File: config.mk
export PLATFORM = sky130hd
export DESIGN_NAME = rf_write_arbiter_flat
export DESIGN_NICKNAME = d
export VERILOG_FILES = /design/src/rtl/rf_write_arbiter_pkg.sv /design/src/rtl/rf_write_arbiter_if.sv /design/src/rtl/rf_write_arbiter_rr_grant.sv /design/src/rtl/rf_write_arbiter.sv /design/src/flat_wrapper.sv
export SDC_FILE = /design/constraint.sdc
export NUM_CORES = 1
export LEC_CHECK = 0
export ABC_CLOCK_PERIOD_IN_PS = 4000
export BUFFER_PORTS_ARGS = -buffer_cell sky130_fd_sc_hd__buf_2
export CAP_MARGIN = 10
export CORE_MARGIN = 2
export CORE_UTILIZATION = 47
export CTS_CLUSTER_DIAMETER = 50
export CTS_CLUSTER_SIZE = 20
export DETAILED_ROUTE_END_ITERATION = 8
export HOLD_SLACK_MARGIN = 0.08
export PLACE_DENSITY = 0.81
export SKIP_LAST_GASP = 1
export SLEW_MARGIN = 20
export SYNTH_ARGS = -nofsm -noshare
export SYNTH_HDL_FRONTEND = slang
export SYNTH_SLANG_ARGS = --single-unit
File: constraint.sdc
create_clock -name clk -period 4 [get_ports clk]
set_clock_uncertainty 0.15 [all_clocks]
set_input_delay 0.8 -clock clk [delete_from_list [all_inputs] [get_ports clk]]
set_output_delay 0.8 -clock clk [all_outputs]
set_load 0.02 [all_outputs]
File: src/rtl/rf_write_arbiter_pkg.sv
// Shared constants and helpers for the register-file write arbiter.
// Holds the default geometry, the register count and the register-0 (discard) address.
package rf_write_arbiter_pkg;

    localparam int NREQ_DEF  = 3;
    localparam int AW_DEF    = 3;
    localparam int DW_DEF    = 20;
    localparam int NREG_DEF  = 1 << AW_DEF;
    localparam int REG0_ADDR = 0;
    localparam logic [7:0] DROP_MAX = 8'hFF;

    function automatic logic [7:0] sat_inc(input logic [7:0] v);
        return (v == DROP_MAX) ? v : v + 8'd1;
    endfunction

endpackage

File: src/rtl/rf_write_arbiter_if.sv
// Requester-side and register-file-side signals of the write arbiter.
// slave = arbiter view, master = requesters / register-file view.
interface rf_write_arbiter_if
    import rf_write_arbiter_pkg::*;
#(
    parameter int NREQ = NREQ_DEF,
    parameter int AW   = AW_DEF,
    parameter int DW   = DW_DEF
);
    logic [NREQ-1:0]    req_valid;
    logic [NREQ*AW-1:0] req_addr;
    logic [NREQ*DW-1:0] req_data;
    logic [NREQ-1:0]    req_ready;
    logic               stall;
    logic               we3;
    logic [AW-1:0]      a3;
    logic [DW-1:0]      wd3;
    logic [1:0]         grant_id;
    logic [(1<<AW)-1:0] busy;
    logic [7:0]         drop_cnt;

    modport slave (
        input  req_valid, req_addr, req_data, stall,
        output req_ready, we3, a3, wd3, grant_id, busy, drop_cnt
    );

    modport master (
        output req_valid, req_addr, req_data, stall,
        input  req_ready, we3, a3, wd3, grant_id, busy, drop_cnt
    );
endinterface

File: src/rtl/rf_write_arbiter_rr_grant.sv
// Combinational round-robin grant: first valid request at or after the pointer,
// wrapping modulo NREQ; returns a one-hot grant and its index.
module rr_grant #(
    parameter int NREQ = 3
) (
    input  logic [NREQ-1:0] i_req,
    input  logic [1:0]      i_ptr,
    output logic [NREQ-1:0] o_grant,
    output logic [1:0]      o_idx
);
    logic       w_found;
    logic [1:0] w_cand;

    // NOTE: every output of a combinational block gets a default first so no path leaves it unassigned (no latch).
    always_comb begin
        o_grant = '0;
        o_idx   = '0;
        w_found = 1'b0;
        w_cand  = '0;
        for (int k = 0; k < NREQ; k++) begin
            w_cand = 2'((int'(i_ptr) + k) % NREQ);
            if (!w_found && i_req[w_cand]) begin
                w_found          = 1'b1;
                o_grant[w_cand]  = 1'b1;
                o_idx            = w_cand;
            end
        end
    end

endmodule

File: src/rtl/rf_write_arbiter.sv
// Round-robin arbiter for the single register-file write port, with a registered
// output stage, per-register pending-write tracking and a register-0 drop counter.
module rf_write_arbiter
    import rf_write_arbiter_pkg::*;
#(
    parameter int NREQ = NREQ_DEF,
    parameter int AW   = AW_DEF,
    parameter int DW   = DW_DEF
) (
    input  logic               clk,
    input  logic               rst,
    rf_write_arbiter_if.slave  bus
);
    logic [1:0]         r_ptr;
    logic               r_we3;
    logic [AW-1:0]      r_a3;
    logic [DW-1:0]      r_wd3;
    logic [1:0]         r_gid;
    logic [7:0]         r_drop;

    logic [NREQ-1:0]    w_grant;
    logic [NREQ-1:0]    w_ready;
    logic [1:0]         w_idx;
    logic [1:0]         w_ptr_nxt;
    logic               w_xfer;
    logic [AW-1:0]      w_addr;
    logic [DW-1:0]      w_data;
    logic               w_is_reg0;
    logic [(1<<AW)-1:0] w_busy;

    rr_grant #(.NREQ(NREQ)) u_rr_grant (
        .i_req   (bus.req_valid),
        .i_ptr   (r_ptr),
        .o_grant (w_grant),
        .o_idx   (w_idx)
    );

    // Grants are suppressed while the port is stalled and while reset is held.
    assign w_ready   = (rst && !bus.stall) ? w_grant : '0;
    assign w_xfer    = |w_ready;
    assign w_addr    = bus.req_addr[int'(w_idx)*AW +: AW];
    assign w_data    = bus.req_data[int'(w_idx)*DW +: DW];
    assign w_is_reg0 = (w_addr == AW'(REG0_ADDR));
    assign w_ptr_nxt = (int'(w_idx) == NREQ-1) ? 2'd0 : w_idx + 2'd1;

    // A register is pending from its accepting edge until the commit edge:
    // the current transfer plus whatever sits in the output stage.
    always_comb begin
        w_busy = '0;
        if (r_we3)
            w_busy[r_a3] = 1'b1;
        if (w_xfer && !w_is_reg0)
            w_busy[w_addr] = 1'b1;
    end

    // NOTE: sequential state uses non-blocking assignments so all registers update from pre-edge values.
    always_ff @(posedge clk or negedge rst) begin
        if (!rst) begin
            r_ptr  <= '0;
            r_we3  <= 1'b0;
            r_a3   <= '0;
            r_wd3  <= '0;
            r_gid  <= '0;
            r_drop <= '0;
        end else if (w_xfer) begin
            r_ptr <= w_ptr_nxt;
            r_we3 <= !w_is_reg0;
            if (w_is_reg0) begin
                r_drop <= sat_inc(r_drop);
            end else begin
                r_a3  <= w_addr;
                r_wd3 <= w_data;
                r_gid <= w_idx;
            end
        end else begin
            r_we3 <= 1'b0;
        end
    end

    assign bus.req_ready = w_ready;
    assign bus.we3       = r_we3;
    assign bus.a3        = r_a3;
    assign bus.wd3       = r_wd3;
    assign bus.grant_id  = r_gid;
    assign bus.busy      = w_busy;
    assign bus.drop_cnt  = r_drop;

endmodule

File: src/flat_wrapper.sv
// flat-port wrapper written by rule: the top's interface ports become plain ports
module rf_write_arbiter_flat import rf_write_arbiter_pkg::*;
#(
    parameter int NREQ = NREQ_DEF,
    parameter int AW   = AW_DEF,
    parameter int DW   = DW_DEF
)
  (clk, rst, bus_req_valid, bus_req_addr, bus_req_data, bus_stall, bus_req_ready, bus_we3, bus_a3, bus_wd3, bus_grant_id, bus_busy, bus_drop_cnt);
  rf_write_arbiter_if #(.NREQ(NREQ), .AW(AW), .DW(DW)) bus_i ();
  input  logic clk;
  input  logic rst;
  input wire logic [$bits(bus_i.req_valid)-1:0] bus_req_valid;
  input wire logic [$bits(bus_i.req_addr)-1:0] bus_req_addr;
  input wire logic [$bits(bus_i.req_data)-1:0] bus_req_data;
  input wire logic [$bits(bus_i.stall)-1:0] bus_stall;
  output wire logic [$bits(bus_i.req_ready)-1:0] bus_req_ready;
  output wire logic [$bits(bus_i.we3)-1:0] bus_we3;
  output wire logic [$bits(bus_i.a3)-1:0] bus_a3;
  output wire logic [$bits(bus_i.wd3)-1:0] bus_wd3;
  output wire logic [$bits(bus_i.grant_id)-1:0] bus_grant_id;
  output wire logic [$bits(bus_i.busy)-1:0] bus_busy;
  output wire logic [$bits(bus_i.drop_cnt)-1:0] bus_drop_cnt;
  assign bus_i.req_valid = bus_req_valid;
  assign bus_i.req_addr = bus_req_addr;
  assign bus_i.req_data = bus_req_data;
  assign bus_i.stall = bus_stall;
  assign bus_req_ready = bus_i.req_ready;
  assign bus_we3 = bus_i.we3;
  assign bus_a3 = bus_i.a3;
  assign bus_wd3 = bus_i.wd3;
  assign bus_grant_id = bus_i.grant_id;
  assign bus_busy = bus_i.busy;
  assign bus_drop_cnt = bus_i.drop_cnt;
  rf_write_arbiter #(.NREQ(NREQ), .AW(AW), .DW(DW)) u_core (.clk(clk), .rst(rst), .bus(bus_i));
endmodule
==> run metrics <==
register area=903 um2; post-route setup slack=between 15 and 20 ps; largest fanout on the critical path=11; syn_nets=340; synth-to-layout area growth=42.5%; 1st-pass router iterations=4; Cells after DPL=around 450; cells taking the most area after synthesis=dfrtp_1, mux2_1, mux2i_1; GR Overflow Total=0; status=completed; Peak Freq=0.251 GHz; Num CTS Buffers=5; Most common cell on crit path=buf_4; Place WS=-20.0 ps; Period minus WS final=roughly 4000 ps; Mapped Area=2510 um2; CTS tree=yes; PortBufs=~120; layout cells sized above 1=48.1%; Filler cells=416; Via Count=2,618; area leader, netlist=dfrtp_1; initial antenna violation count=0; per-cell routed wire length=15.7 um; clock tree root buffer cell=clkbuf_8; final worst-path cycle share=~100%; htree depth=2; Post-synth EDFFs=0; Non-Filler Instances=465; Worst-Margin Slew=692 ps; Critical Path Source Type=flop; Detail Route Antenna Nets=0; Seq/Total Area, Yosys=35.8%; Crit Path Class=flop to primary output; Worst setup EP type=primary output; DIE WIDTH=77.1 um; routed wire length=7290 um; ant diodes=0; RSZ-0062 raised after global routing=yes; gp weighted congestion=0.930; Final Slew Violations=0; core area=about 5000 um2; final instance area=3580 um2; All-Layer GR Usage=between 20% and 30%; critical-path cell list=inv_2 > ha_4 > buf_4 > nor2_1 > a32oi_1 > a21boi_4 > buf_4 > nor2b_1 > nand2b_1 > a21oi_1 > or3_4 > o21ai_2 > buf_6; Longest Clk Path Bufs=2; vias in the first global route=2,404; area of the multi-input gates=about 1700 um2; ys flop type=dfrtp_1; Synth cell types=47; top cell type's share of synthesized area=35.8%; largest net degree at the start of global routing=42; DRC=0; Pwr per Cell Area=851 nW/um2; total power=between 3 and 4 mW; io pins=120; Worst Hold Class=flop to flop; maximum VDD drop=0.431 mV; slew margin rel.=53.6%; maximum capacitance violations=0; #FFs+latches synth=36; Chip Height=77.1 um; Net count, final=474; ys async rst share=100%; CP Data Required Time=3050 ps; hpwl dp=5150 um; Crit path arrival time=3030 ps; Die Area=around 6000 um2; Final Setup Violations=0; setup TNS=0 ps; Warnings, synthesis=0; global-route wire length before repair=around 11,000 um; max incr delay on CP=460 ps; FP Rows=26; Synth Area per Inst=9.67 um2; vias per inst=5.63; count of hold-fix buffers inserted at cts=0; CTS sink cnt=36; final count of hold timing violations=0; drt first-iter violations=160; CTS clk-pin slew, worst paths=70 ps; Slowest-stage cell, CP=dfrtp_2; count of mapped cells out of synthesis=260; clk_lat worst skew=280 ps; CP top delay family=simple AND/OR/NAND/NOR gates; Lkg Pwr=1.75 nW; worst path bufs/invs=4; Initial Util=roughly half; dpl cell area=3230 um2
==> registers in the layout, indices dropped and copies added (netlist names) <==
| register | cells |
|---|---|
| u_core.bus.wd3 | 20 |
| u_core.bus.grant_id | 2 |
| u_core.bus.we3 | 1 |
| u_core.bus.drop_cnt | 8 |
| u_core.bus.a3 | 3 |
| u_core.r_ptr | 2 |
==> area by class of cell <==
type	instances	share of cell area [%]
tap	70	2.45
sequential	36	25.2
inverter	6	0.629
clock inverter	1	0.245
timing repair buffer	145	22.7
clock buffer	7	2.13
multi-input combinational	200	46.6
==> path summary, 6_finish.rpt <==
check	startpoint	end	slack [ps]	cells past startpoint
setup reg to reg	u_core.r_ptr[0]	u_core.bus.wd3[3]	350	15
setup / recovery	u_core.r_ptr[0]	bus_busy[4]	20	13
max in group asynchronous	rst	u_core.r_ptr[1]	2940	2
hold / removal	u_core.bus.drop_cnt[4]	u_core.bus.drop_cnt[4]	330	1
hold reg to reg	u_core.bus.drop_cnt[4]	u_core.bus.drop_cnt[4]	330	1
min in group asynchronous	rst	u_core.bus.a3[1]	410	2
==> synthesized netlist by cell type (3+ instances only) <==
master and instances:
a21oi_1 5, o22ai_1 6, mux2i_1 20, xor2_1 6, o32ai_1 3, dfrtp_1 36
and3_1 4, inv_1 6, o21bai_1 3, nor3_1 4, o21ai_1 3, nor4b_1 3
nand2b_1 9, nor2_1 5, nand2_1 29, nor2b_1 8, buf_2 7, ha_1 5
clkbuf_1 7, o21ai_0 24, mux2_1 24, nor4_2 4, nand3_1 7
==> routing by layer <==
metal  track usage (%)  share of wire (%)
met1              28.0                 40
met5                 0                  0
met2              39.1                 50
met4              10.2                2.9
met3              5.29                7.7
==> cell families after synthesis <==
family / synth area share [%]
compound gates: 16.7
xor+xnor: 2.09
fa+ha+maj: 2.49
buf+inv: 4.53
flops: 35.8
mux: 19.8
simple gates: 18.6
==> through the flow <==
step | util, % | hold slack, ps
2_1_floorplan | - | 350
3_3_place_gp | 62.9 | 312
3_5_place_dp | 62.9 | 319
4_1_cts | 66.7 | 338
5_1_grt | 69.7 | 357
6_report | 69.7 | 334
==> report_power, final <==
| group | internal, mW | switching [mW] |
|---|---|---|
| clock network | 0.124 | 0.128 |
| logic | 0.949 | 1.19 |
| registers | 0.532 | 0.125 |
| total | 1.61 | 1.44 |
==> placed cells by master (no fill, tap or decap), types with 3 or more instances in the layout <==
cell type | Yosys | final
buf_4 | 2 | 22
nand2b_1 | 9 | 8
dfrtp_1 | 36 | 34
nor4_2 | 4 | 4
mux2_1 | 24 | 24
o22ai_1 | 6 | 6
nand3_1 | 7 | 7
nor2_1 | 5 | 5
nand2_1 | 29 | 28
a21oi_1 | 5 | 5
nor2b_1 | 8 | 6
xor2_1 | 6 | 6
inv_1 | 6 | 4
and3_1 | 4 | 4
clkbuf_8 | 0 | 5
o21ai_0 | 24 | 23
buf_6 | 1 | 3
buf_2 | 7 | 118
mux2i_1 | 20 | 20
nor3_1 | 4 | 3
==> timing repair <==
| action | in CTS | in global routing |
|---|---|---|
| setup buffers | 3 | 9 |
| pin swaps | 1 | 8 |
| endpoints found under the setup margin | 7 | 7 |
| gates resized for setup | 14 | 19 |
Note: power is estimated with default switching activity, not from simulation.
